==> src/rtl/gf2_31_prng_core.sv <==
// GF(2^31) PRNG core: 31-bit state advanced by f(s) = ((x^4+1)*s + 1) mod (x^31+x^13+x^8+x^3+1),
// with seed loading, burst/continuous run control, valid/ready output and sticky fixed-point flag.

module gf2_poly_affine_mod_31 (
  input  logic [30:0] in_poly,
  output logic [30:0] out_poly
);
  // x^31 == x^13 + x^8 + x^3 + 1 under the modulus
  localparam logic [30:0] RED = 31'h0000_2109;

  logic [34:0] prod;

  always_comb begin
    prod     = {4'b0000, in_poly} ^ {in_poly, 4'b0000};
    out_poly = prod[30:0];
    // Overflow terms x^31..x^34 fold to at most x^16, so one pass suffices
    for (int unsigned i = 0; i < 4; i++) begin
      if (prod[31 + i]) out_poly = out_poly ^ (RED << i);
    end
    out_poly = out_poly ^ 31'd1;
  end
endmodule

module gf2_31_prng_core #(
  parameter logic [30:0] RESET_SEED = 31'd1,
  parameter int unsigned CNT_W      = 32
) (
  input  logic             clk,
  input  logic             rst,
  input  logic             seed_load,
  input  logic [30:0]      seed,
  input  logic             start,
  input  logic [15:0]      burst_len,
  input  logic             stop,
  output logic             out_valid,
  input  logic             out_ready,
  output logic [30:0]      out_data,
  output logic             busy,
  output logic             stuck,
  output logic [CNT_W-1:0] word_cnt
);
  typedef enum logic {IDLE, RUN} state_t;

  state_t            state_q, state_d;
  logic [30:0]       s_q, s_d;
  logic [15:0]       remaining_q, remaining_d;
  logic              stuck_q, stuck_d;
  logic [CNT_W-1:0]  word_cnt_q, word_cnt_d;

  logic [30:0]       f_in, f_out;
  logic              xfer;

  // In IDLE a seed_load redirects the next-state function onto the new seed
  assign f_in = (state_q == IDLE && seed_load) ? seed : s_q;

  gf2_poly_affine_mod_31 u_affine (
    .in_poly  (f_in),
    .out_poly (f_out)
  );

  assign busy      = (state_q == RUN);
  assign out_valid = busy;
  assign out_data  = s_q;
  assign stuck     = stuck_q;
  assign word_cnt  = word_cnt_q;
  assign xfer      = out_valid && out_ready;

  always_comb begin
    state_d     = state_q;
    s_d         = s_q;
    remaining_d = remaining_q;
    stuck_d     = stuck_q;
    word_cnt_d  = word_cnt_q;

    unique case (state_q)
      IDLE: begin
        if (seed_load && start) begin
          s_d         = f_out;
          stuck_d     = (f_out == seed);
          word_cnt_d  = '0;
          remaining_d = burst_len;
          state_d     = RUN;
        end else if (seed_load) begin
          s_d        = seed;
          stuck_d    = 1'b0;
          word_cnt_d = '0;
        end else if (start) begin
          s_d         = f_out;
          stuck_d     = stuck_q | (f_out == s_q);
          remaining_d = burst_len;
          state_d     = RUN;
        end
      end
      RUN: begin
        if (xfer) begin
          word_cnt_d = word_cnt_q + CNT_W'(1);
          if (remaining_q == 16'd1) begin
            state_d     = IDLE;
            remaining_d = '0;
          end else begin
            s_d     = f_out;
            stuck_d = stuck_q | (f_out == s_q);
            if (remaining_q != '0) remaining_d = remaining_q - 16'd1;
          end
        end
        // Stop only ends the run; a concurrent transfer above still advances S
        if (stop) begin
          state_d     = IDLE;
          remaining_d = '0;
        end
      end
      default: state_d = IDLE;
    endcase
  end

  always_ff @(posedge clk) begin
    if (rst) begin
      state_q     <= IDLE;
      s_q         <= RESET_SEED;
      remaining_q <= '0;
      stuck_q     <= 1'b0;
      word_cnt_q  <= '0;
    end else begin
      state_q     <= state_d;
      s_q         <= s_d;
      remaining_q <= remaining_d;
      stuck_q     <= stuck_d;
      word_cnt_q  <= word_cnt_d;
    end
  end
endmodule

==> config.mk <==
export PLATFORM = sky130hd
export DESIGN_NAME = gf2_31_prng_core
export DESIGN_NICKNAME = d
export VERILOG_FILES = /design/src/rtl/gf2_31_prng_core.sv
export SDC_FILE = /design/constraint.sdc
export NUM_CORES = 1
export LEC_CHECK = 0
export CORE_MARGIN = 2
export CORE_UTILIZATION = 35
export DETAILED_ROUTE_END_ITERATION = 6
export PLACE_DENSITY = 0.54
export SYNTH_ARGS = -nofsm -noshare
export SYNTH_HDL_FRONTEND = slang
export SYNTH_SLANG_ARGS = --single-unit
export TNS_END_PERCENT = 1
==> constraint.sdc <==
create_clock -name clk -period 3.3 [get_ports clk]
set_input_delay 0.99 -clock clk [delete_from_list [all_inputs] [get_ports clk]]
set_output_delay 0.99 -clock clk [all_outputs]
set_load 0.05 [all_outputs]
* After elaboration in Yosys (flattened, before gate mapping)
Cells that the tools add are included.
** Word-level totals
- Flip-flop bits (word level) :: 81
- Latch bits :: 0
- Memory bits (writable) :: 0
- Bits in read-only memories :: 0
- Input bits :: 53
- Output and inout port bits :: 66
- Memories :: 0
** Cells by class
- Add/subtract/negate cells :: 2
- $mul :: 0
- Div/mod/pow operators :: 0
- Order comparisons :: 0
- Equal/unequal tests :: 11
- Shifts and indexed selects :: 0
- Mux-type cells :: 36
- Bitwise operators :: 8
- Reductions and logical operators :: 7
** Operators with widths (count)
- 31-bit two-way mux :: 6
- 16-bit two-way mux :: 8
- 32-bit two-way mux :: 3
- 32-bit one-hot mux with 2 select lines :: 1
- 31-bit == test :: 2
- 31-bit one-hot mux with 2 select lines :: 1
- 31-bit by 35-bit XOR with 35-bit output :: 1
- 32-bit by 1-bit adder with 32-bit output (second input constant) :: 1
- 16-bit one-hot mux with 2 select lines :: 1
- 17-bit two-way mux :: 1
- 16-bit by 1-bit == test with 1-bit output (second input constant) :: 1
- 4-bit NOT :: 4
- 16-bit nonzero test :: 1
- 16-bit by 1-bit subtractor with 16-bit output (second input constant) :: 1
- 15-bit two-way mux :: 1
- 14-bit two-way mux :: 1
- 3-bit by 2-bit != test with 1-bit output (second input constant) :: 4
- 1-bit two-way mux :: 11
- 4-bit by 2-bit != test with 1-bit output (second input constant) :: 1
- 4-bit by 3-bit != test with 1-bit output (second input constant) :: 1
- 1-bit one-hot mux with 2 select lines :: 2
- 4-bit AND reduction :: 1
- 1-bit logical AND :: 3
- 3-bit AND reduction :: 1
- 5 further kinds :: 6

* Depth between registers and ports, before layout
Gate-level depths: netlist of run 1.
- Depth after elaboration :: 19
- Depth in mapped cells :: 10
- Gate-level depth less buffers :: 9

* Cells and area by module
A second synthesis of run 1 with hierarchy kept.
** Unflattened totals
- Cells, all modules :: 622
- Area total of the unflattened synthesis :: 5546.6 um^2
** Modules (own cells, without submodules)
- gf2_31_prng_core :: instances 1, cells each 590, area an instance 5086.1 um^2
- gf2_poly_affine_mod_31 :: instances 1, cells each 32, area an instance 460.4 um^2

* Worst setup path after synthesis of run 1
Ideal clock, no wire load.
- Path type :: input to register
- From :: input port seed[27]
- To :: register stuck_q, in the netlist stuck
- Data arrival time :: 2.681 ns
- Data required time :: 3.221 ns
- Path slack :: 0.539 ns
- Stages on the path :: 8
- Buffers on the path :: 1
- Cell sequence :: buf_4 > or4b_1 > nor4_1 > nand4_1 > a221o_1 > nor4_2 > o21ai_1 > a211oi_2
** Between the ends
- Longest elaborated chain between the ends :: 13
** RTL lines
- from (decl) :: RTL line 31 : input logic [30:0] seed,
- 31-bit two-way mux :: RTL line 54 : assign f_in = (state_q == IDLE && seed_load) ? seed : s_q;
- 31-bit by 35-bit XOR with 35-bit output :: RTL line 14 : prod = {4'b0000, in_poly} ^ {in_poly, 4'b0000};
- 14-bit two-way mux :: RTL line 18 : if (prod[31 + i]) out_poly = out_poly ^ (RED << i);
- 15-bit two-way mux :: RTL line 18
- 16-bit two-way mux :: RTL line 18
- 17-bit two-way mux / 4-bit NOT (equally long branches)
- 1-bit NOT (no line) / 17-bit two-way mux (equally long branches)
- 31-bit == test :: RTL line 89, 102
- 1-bit bitwise OR :: RTL line 89, 102
- 1-bit two-way mux :: RTL line 87 : end else if (start) begin
- 1-bit two-way mux :: RTL line 83 : end else if (seed_load) begin
- 1-bit two-way mux :: RTL line 77 : if (seed_load && start) begin
- 1-bit one-hot mux with 2 select lines * :: RTL line 75 : unique case (state_q)
- to (signal assigned) :: RTL line 127 : stuck_q <= stuck_d;
- to (decl) :: RTL line 47 : logic stuck_q, stuck_d;
Mark *: on every way between the ends. The rest lies on a longest branch, timed or not. The select of a mux whose other input is x is not followed.
A chain may end at the register's enable or synchronous reset.

* Worst setup path after layout of run 1
Ends and elaborated chain as after synthesis.

==> results of run 1 <==
placed cells by master, fill, tap and decap left out, types with 3 or more instances in the layout:
cell type | synthesis | layout
clkdlybuf4s50_1 | 0 | 116
xnor2_1 | 106 | 106
nor2_1 | 101 | 101
buf_4 | 9 | 96
dfxtp_1 | 81 | 81
nand2_1 | 77 | 77
xor2_1 | 53 | 53
a21oi_1 | 38 | 37
nand3_1 | 36 | 36
inv_1 | 28 | 28
o21ai_0 | 27 | 27
nor3_1 | 25 | 25
a211oi_1 | 25 | 25
nand4_1 | 12 | 12
nor4_1 | 13 | 12
a22oi_1 | 11 | 11
clkbuf_16 | 0 | 9
nor2b_1 | 9 | 8
mux2i_1 | 8 | 8
o22ai_1 | 8 | 8
or3_1 | 8 | 8
and3_1 | 7 | 7
o211ai_1 | 7 | 7
or2_2 | 7 | 7
nand2b_1 | 7 | 6
o21ai_1 | 6 | 6
o21a_1 | 6 | 6
o221ai_1 | 6 | 6
xnor3_1 | 4 | 4
mux2_1 | 4 | 4
o32ai_1 | 4 | 4
a221oi_1 | 4 | 4
ha_1 | 4 | 4
and4_1 | 3 | 3
a31oi_1 | 3 | 3
o2111ai_1 | 3 | 3
bufinv_16 | 0 | 3
buf_12 | 0 | 3
cell type report:
type,count,area [um^2],share of cell area [%]
multi-input cells,670,4410,50.5
clock buffers,10,229,2.62
repair buffers,217,1960,22.4
inverters,28,105,1.20
flip-flops and latches,81,1620,18.6
well taps,234,293,3.35
clock inverters,6,115,1.32
through the flow:
stage	cells	power, uW	setup slack, ps	TNS, ps
2_1_floorplan	862	2250	539	0
3_3_place_gp	1230	2790	-198	-198
3_5_place_dp	1230	2780	-246	-246
4_1_cts	1246	4010	114	0
5_1_grt	1246	4190	51.6	0
6_report	1246	3980	189	0
cells by family (layout without fill, tap and decap cells):
logic type,after synthesis,in the layout,share of synthesized area [%]
AND/OR/NAND/NOR,322,322,23.6
XOR/XNOR,166,166,23.5
AO/OA/AOI/OAI,165,165,16.8
buffers and inverters,111,261,8.53
flip-flops,81,81,24.7
multiplexers,13,13,2.08
adder cells (fa/ha/maj),4,4,0.763
worst reg2reg max path: cells and delay by family, from the launching register on:
| kind | cells | cell delay, ps |
|---|---|---|
| xor gates and xnor gates | 1 | 550 |
| AOI/OAI and AO/OA | 6 | 1110 |
| and+or+nand+nor | 1 | 230 |
| DFF | 1 | 660 |
path summary, 6_finish.rpt:
kind              slack (ps)  cells past startpoint           to          from
hold / removal           490                      2  word_cnt[4]   word_cnt[4]
hold reg to reg          490                      2  word_cnt[4]   word_cnt[4]
setup reg to reg         690                      8        stuck  out_data[29]
setup / recovery         190                      8        stuck      seed[27]
metal layers:
metal	GRT usage, %	routed length [um]
met5	0	0
met4	3.74	179
met3	4.62	1230
met2	33.6	9480
met1	31.7	10700
sequential cells by signal, summed over array words and instances (netlist names):
signal       cells
busy             1
word_cnt        32
remaining_q     16
out_data        31
stuck            1
cells in the mapped netlist (11+ instances only):
cell type	instances	area, um^2
nand4_1	12	75.1
a21oi_1	38	190
clkbuf_1	46	173
dfxtp_1	81	1620
inv_1	28	105
buf_2	13	65.1
nand2_1	77	289
a211oi_1	25	188
nand3_1	36	180
a22oi_1	11	82.6
nor4_1	13	81.3
o21ai_0	27	135
nor3_1	25	125
xor2_1	53	464
xnor2_1	106	928
nor2_1	101	379
power by group:
group	switching [uW]	leakage, uW	total, uW	internal [uW]
logic	852	0.00240	1560	710
clock network	455	0.000169	1200	746
registers	167	0.000664	1220	1050
==> impl_metrics.csv, run 1 <==
group,metric,value,unit
outcome,outcome,"completed",
synth,avgSynthCellArea,7.61,um^2
synth,syn-instance-count,862,
layout,final_area,8730,um^2
route,ant_nets,0,
layout,nNetsFinal,1064,
layout,fillCellCount,1861,
synth,ys_types,71,
layout,n_antenna_cell,0,
setup_path,slowest_delay,630,ps
grt,grt_max_degree,32,
place,dp_hpwl,16300,um
floorplanning,core-area,18500,um^2
clocking,ctsHoldBuffers,0,
route,vias,6516,
clocking,clock_sinks,81,
layout,drive_above_1_share,13.9,%
setup_path,path_buf_inv,1,
synth,yosys_warnings,0,
timing,worst_pin_slew,747,ps
route,wl_per_cell,17.4,um
timing,relSlewSlack,49.7,%
synth,netlist_area,6560,um^2
clocking,worstSkewPairLatency,350,ps
synth,yosysSeqAreaShare,24.7,%
floorplanning,die_width,141,um
timing,finalHoldViolCount,0,
setup_path,required,3570,ps
synth,synth.ff_latch_count,81,
synth,ys.flop_type,"dfxtp_1",
clocking,cts-resized-gates,0,
floorplanning,num_rows,50,
floorplanning,start_util,35.4,%
timing,slew_viol_final,0,
grt,antenna_found_initial,0,
synth,synth_edf_count,0,
clocking,cts_buffer_depth,2,
route,firstDrtPassIters,5,
setup_path,cp_top_family,"simple AND/OR/NAND/NOR gates",
layout,fin_util,47.1,%
floorplanning,ios,119,
synth,synth_fp_nets,919,
hold_path,hp-class,"register to register",
pwr,vdd_drop_max,0.241,mV
setup_path,crit_fanout,4,
place,placed_area,8370,um^2
job,cap_violations,0,
setup_path,path_class,"input pin to register",
grt,grt_pass1_wl,34200,um
grt,grt.total_usage,21.8,%
floorplanning,chipHeight,141,um
clocking,cts_buffers,9,
place,place_congestion,0.913,
clocking,cts_setup_buffers,0,
clocking,htreeDepth,3,
timing,rsz0062_at_grt,"false",
route,dr.first_iter.drc_count,520,
route,viasPerCell,5.23,
pwr,power_density,456,nW/um^2
grt,grt_pass1_vias,6032,
grt,overflow,0,
floorplanning,dieArea,19900,um^2
pwr,power.leakage,0.00323,uW
timing,finalCritPeriodShare,94.3,%
route,drt-total-wl,21600,um
timing,clock_skew,4.88,ps
clocking,cts_tree,"yes",
timing,fin_crit,3110,ps
setup_path,cp-end-kind,"register",
timing,setup_violations,0,
timing,hold-worst-slack,487,ps
timing,fmax,0.321,GHz
layout,area_delta_synth_final,33.1,%
place,port_buffers,118,
route,drc,0,
setup_path,crit_path_start_kind,"input pin",
setup_path,path_cells,"clkdlybuf4s50_1 > or4b_1 > nor4_1 > nand4_1 > a221o_1 > nor4_2 > o21ai_1 > a211oi_2",
clocking,cts-root-buf,"clkbuf_16",
setup_path,crit_arrival,3390,ps
setup_path,timing.critical_path.slowest_stage_cell,"clkdlybuf4s50_1",
clocking,clk_pin_slew_worst_paths,70,ps
synth,synthArstFlopShare,0,%
Power figures use the tool's default switching activity.
==> run 2: changes to the inputs <==
HOLD_SLACK_MARGIN = 0.02   (was unset)
clock period = 3.5 ns   (was 3.3 ns; I/O delays follow)
==> run 2 against run 1 <==
Effect of this change:
- clock skew up 5.8 ps
- power down 11%
- combinational power is 8% lower
- flip-flop and latch count did not move
- wire length down 0.30%
- non-clock buffer count shrank 20
- sequential share of layout area increased by 0.51 points
- critical endpoint unchanged
- critical path depth rose by 1
- final cell count fell by 1.6%
- cell area decreased by 2.7%
==> impl_metrics.csv, run 2 (synthesis gave the netlist of run 1 again) <==
group,metric,value,unit
route,ant_nets,0,
floorplanning,core-area,18500,um^2
place,placed_area,8210,um^2
route,drt-total-wl,21600,um
layout,fillCellCount,1893,
timing,clock_skew,10.7,ps
layout,final_common_cell,"clkdlybuf4s50_1",
setup_path,cp_top_family,"compound AO/OA/AOI/OAI gates",
timing,relSlewSlack,35.2,%
grt,grt.total_usage,21.8,%
grt,overflow,0,
pwr,swShare,40.0,%
job,cap_violations,0,
place,pre_cts_slack,-26.3,ps
setup_path,path_cells,"clkdlybuf4s50_1 > buf_4 > xor2_1 > a31oi_1 > o31ai_1 > o2111ai_1 > nor4_2 > o21ai_1 > a211oi_2",
floorplanning,num_rows,50,
outcome,outcome,"completed",
timing,finalCritPeriodShare,90.7,%
clocking,cts_setup_buffers,0,
setup_path,r2r_cells,8,
setup_path,path_buf_inv,2,
floorplanning,start_util,35.4,%
grt,met1_usage,31.5,%
pwr,p_clk_share,26.9,%
clocking,clk_pin_slew_worst_paths,70,ps
layout,n_antenna_cell,0,
floorplanning,chipHeight,141,um
clocking,cts-root-buf,"clkbuf_16",
layout,drive_above_1_share,12.1,%
setup_path,cp-end-kind,"register",
timing,slew_viol_final,0,
timing,worst_pin_slew,968,ps
floorplanning,dieArea,19900,um^2
pwr,p_int,2120,uW
layout,final_area,8500,um^2
timing,fin_crit,3170,ps
grt,grt_max_degree,33,
clocking,worstSkewPairLatency,360,ps
grt,grt_pass1_wl,34100,um
timing,rsz0062_at_grt,"false",
clocking,clock_sinks,81,
timing,layout_setup_ws,327,ps
grt,grt_pass1_vias,6069,
pwr,comb_power_share,40.6,%
hold_path,worstHoldStart,"remaining_q[13]",
timing,fmax,0.315,GHz
setup_path,required,3790,ps
pwr,p_switching,1410,uW
setup_path,slowest_delay,620,ps
hold_path,min_path_cells,2,
grt,grt-busiest-layer,"met2",
layout,nNetsFinal,1044,
setup_path,crit_fanout,9,
pwr,vdd_drop_max,0.253,mV
route,wl_per_cell,17.6,um
setup_path,crit_path_start_kind,"input pin",
grt,antenna_found_initial,0,
setup_path,worstReg2RegEnd,"out_data[14]",
route,viasPerCell,5.31,
pwr,power_density,416,nW/um^2
clocking,cts_tree,"yes",
clocking,ctsHoldBuffers,0,
timing,finalHoldViolCount,0,
clocking,cts-resized-gates,0,
clocking,cts_buffers,9,
setup_path,rrSetupSlack,840,ps
grt,gr-usage-met2,33.8,%
setup_path,reg2reg_from,"remaining_q[11]",
timing,tns,0,ps
hold_path,hp-class,"register to register",
place,place_congestion,0.947,
setup_path,timing.critical_path.slowest_stage_cell,"clkdlybuf4s50_1",
layout,largest_register_ffs,32,
place,port_buffers,118,
setup_path,cp-startpoint,"seed[28]",
timing,setup_violations,0,
setup_path,path_class,"input pin to register",
layout,layout_common_cells,"clkdlybuf4s50_1, xnor2_1, nor2_1, dfxtp_1",
route,vias,6505,
place,dp_hpwl,16500,um
route,firstDrtPassIters,5,
layout,area_delta_synth_final,29.5,%
clocking,cts_buffer_depth,2,
route,dr.first_iter.drc_count,370,
hold_path,min_to,"remaining_q[13]",
pwr,power.leakage,0.00308,uW
floorplanning,ios,119,
clocking,htreeDepth,3,
floorplanning,die_width,141,um
pwr,p_seq_share,32.5,%
setup_path,crit_arrival,3460,ps
route,drc,0,
grt,use_met3,4.48,%
run 2: how the worst max path moves through the flow:
stage	endpoint	slack, ps	cells after the start
3_3_place_gp	stuck	-10	11
3_5_place_dp	stuck	-30	11
2_1_floorplan	stuck	680	8
5_1_grt	stuck	160	10
4_1_cts	stuck	350	11
6_report	stuck	330	9
run 2: metrics by stage:
step	instances	utilization, %	power (uW)	hold WS (ps)
4_1_cts	1226	45.9	3560	485
5_1_grt	1226	45.9	3720	515
2_1_floorplan	862	-	2120	453
6_report	1226	45.9	3540	480
3_5_place_dp	1210	44.3	2590	475
3_3_place_gp	1210	44.3	2600	470
run 2: cell type report:
class	instances	area, um^2	share of cell area, %
Inverter	28	105	1.24
Multi-Input combinational cell	670	4400	51.8
Clock inverter	7	60.1	0.707
Timing Repair Buffer	197	1790	21.1
Clock buffer	9	225	2.65
Sequential cell	81	1620	19.1
Tap cell	234	293	3.45
run 2: routing by layer:
metal	vias to the layer above	wire (um)
li1	3218	-
met1	3037	10400
met2	232	9550
met3	18	1360
met4	0	249
met5	-	0
run 2: power groups by stage:
stage               clock network, uW  logic (uW)  registers (uW)
floorplan                           0         889            1240
global placement                    0        1430            1170
detailed placement                  0        1430            1170
CTS                               981        1430            1150
global route                     1010        1550            1160
finish                            950        1440            1150
run 2: worst min-delay path: cells and delay by family, from the launching register on:
| family | cells | cell delay [ps] |
|---|---|---|
| compound gates | 2 | 120 |
| flops | 1 | 310 |
==> run 3: changes to the inputs <==
ABC_CLOCK_PERIOD_IN_PS = 3500   (was unset)
CORE_UTILIZATION = 50   (was 35)
PLACE_DENSITY = 0.74   (was 0.54)
==> run 3 against run 2 <==
Effect of this change:
- power rose by 0.50%
- register-to-register slack worse by 100 ps
- non-clock buffer count decreased by 14
- highest routed layer unchanged
==> impl_metrics.csv, run 3 (synthesis gave the netlist of run 1 again) <==
group,metric,value,unit
route,dr.first_iter.drc_count,669,
route,drc,0,
route,firstDrtPassIters,5,
setup_path,path_class,"input pin to register",
pwr,power,3560,uW
clocking,cts_tree,"yes",
timing,worst_pin_slew,1040,ps
floorplanning,num_rows,41,
pwr,p_switching,1360,uW
layout,final_common_cell,"clkdlybuf4s50_1",
pwr,p_seq_share,32.1,%
timing,fin_crit,3350,ps
pwr,p_int,2190,uW
timing,relSlewSlack,30.7,%
layout,largest_register_ffs,32,
clocking,cts_buffer_depth,2,
setup_path,required,3770,ps
pwr,comb_power_share,39.7,%
layout,final_area,8330,um^2
clocking,htreeDepth,3,
grt,grt.total_usage,29.6,%
setup_path,crit_path_start_kind,"input pin",
layout,ff_latch_area,1620,um^2
grt,grt_pass1_vias,6145,
layout,area_delta_synth_final,27.0,%
place,pre_cts_slack,-121,ps
timing,rsz0062_at_grt,"false",
clocking,cts-resized-gates,0,
job,cap_violations,0,
timing,finalHoldViolCount,0,
route,wl_per_cell,17.8,um
floorplanning,chipHeight,119,um
timing,slew_viol_final,0,
place,port_buffers,118,
layout,fillCellCount,1145,
hold_path,hp-class,"register to register",
clocking,clock_sinks,81,
layout,layout_common_cells,"clkdlybuf4s50_1, xnor2_1, nor2_1, dfxtp_1, nand2_1",
route,drt-total-wl,20400,um
timing,finalCritPeriodShare,95.6,%
setup_path,crit_arrival,3620,ps
timing,hold-worst-slack,498,ps
pwr,p_clk_share,28.2,%
pwr,power_density,427,nW/um^2
layout,multi_input_area,4390,um^2
place,dp_hpwl,15100,um
timing,clock_skew,7.18,ps
pwr,swShare,38.3,%
setup_path,cp-end-kind,"register",
place,placed_area,8020,um^2
route,ant_nets,0,
pwr,power.leakage,0.00302,uW
pwr,vdd_drop_max,0.245,mV
timing,layout_setup_ws,154,ps
layout,fin_util,65.5,%
grt,overflow,0,
floorplanning,start_util,51.6,%
layout,n_antenna_cell,0,
place,place_congestion,0.921,
grt,antenna_found_initial,0,
layout,nNetsFinal,1030,
clocking,ctsHoldBuffers,0,
floorplanning,core-area,12700,um^2
route,viasPerCell,5.69,
floorplanning,dieArea,14000,um^2
clocking,worstSkewPairLatency,350,ps
clocking,cts_setup_buffers,0,
layout,drive_above_1_share,10.8,%
clocking,clk_pin_slew_worst_paths,70,ps
floorplanning,ios,119,
floorplanning,die_width,119,um
grt,grt_max_degree,52,
outcome,outcome,"completed",
timing,setup_violations,0,
clocking,cts-root-buf,"clkbuf_16",
route,vias,6543,
setup_path,crit_fanout,6,
clocking,cts_buffers,9,
timing,fmax,0.299,GHz
grt,grt_pass1_wl,33200,um
==> run 3: changes by cell type in the layout (fill, tap and decap cells not counted), sizes merged <==
cell,before,now
inv,31,30
bufinv,0,1
clkinv,1,2
clkbuf,9,10
buf,80,66
clkinvlp,3,1
==> run 3: critical path, stage by stage <==
cell             delay (ps)
clkdlybuf4s50_1         570
buf_4                   250
xnor2_1                 280
xnor2_1                 180
nand3_1                 100
o31ai_1                 240
nand4_1                 130
nor4_1                  350
buf_4                   160
o21ai_1                  70
a211oi_2                230
==> run 3: path summary, 6_finish.rpt <==
| check | start | end | slack [ps] | cells past startpoint |
|---|---|---|---|---|
| worst max-delay path | seed[27] | stuck | 150 | 11 |
| worst min register to register | word_cnt[4] | word_cnt[4] | 500 | 2 |
| worst min-delay path | word_cnt[4] | word_cnt[4] | 500 | 2 |
| worst max register to register | out_data[29] | stuck | 740 | 8 |
==> run 3: area by class of cell <==
class                      instances  area share (%)
multi-input combinational        670            52.7
timing repair buffer             183            20.3
sequential                        81            19.5
clock buffer                      10            2.87
tap                              172            2.58
inverter                          28            1.26
clock inverter                     6           0.871
==> run 3: power groups by stage <==
stage / logic (uW) / registers [uW] / clock network, uW
finish: 1410 / 1140 / 1000
CTS: 1400 / 1140 / 1020
detailed placement: 1390 / 1160 / 0
global route: 1530 / 1150 / 1050
global placement: 1390 / 1150 / 0
floorplan: 889 / 1240 / 0
==> run 3: per-stage QoR <==
| step | cells | TNS [ps] |
|---|---|---|
| after global routing | 1150 | 0 |
| after detailed placement | 1134 | -121 |
| after floorplan | 862 | 0 |
| final | 1150 | 0 |
| after global placement | 1134 | -151 |
| after CTS | 1150 | 0 |
==> run 3: per-layer routing <==
layer | track usage, % | share of wire [%] | up-vias
met5 | 0 | 0 | -
met4 | 8.04 | 1.4 | 0
met3 | 5.41 | 8.5 | 21
met2 | 45.1 | 44 | 281
met1 | 42.6 | 46 | 3065
li1 | - | - | 3176
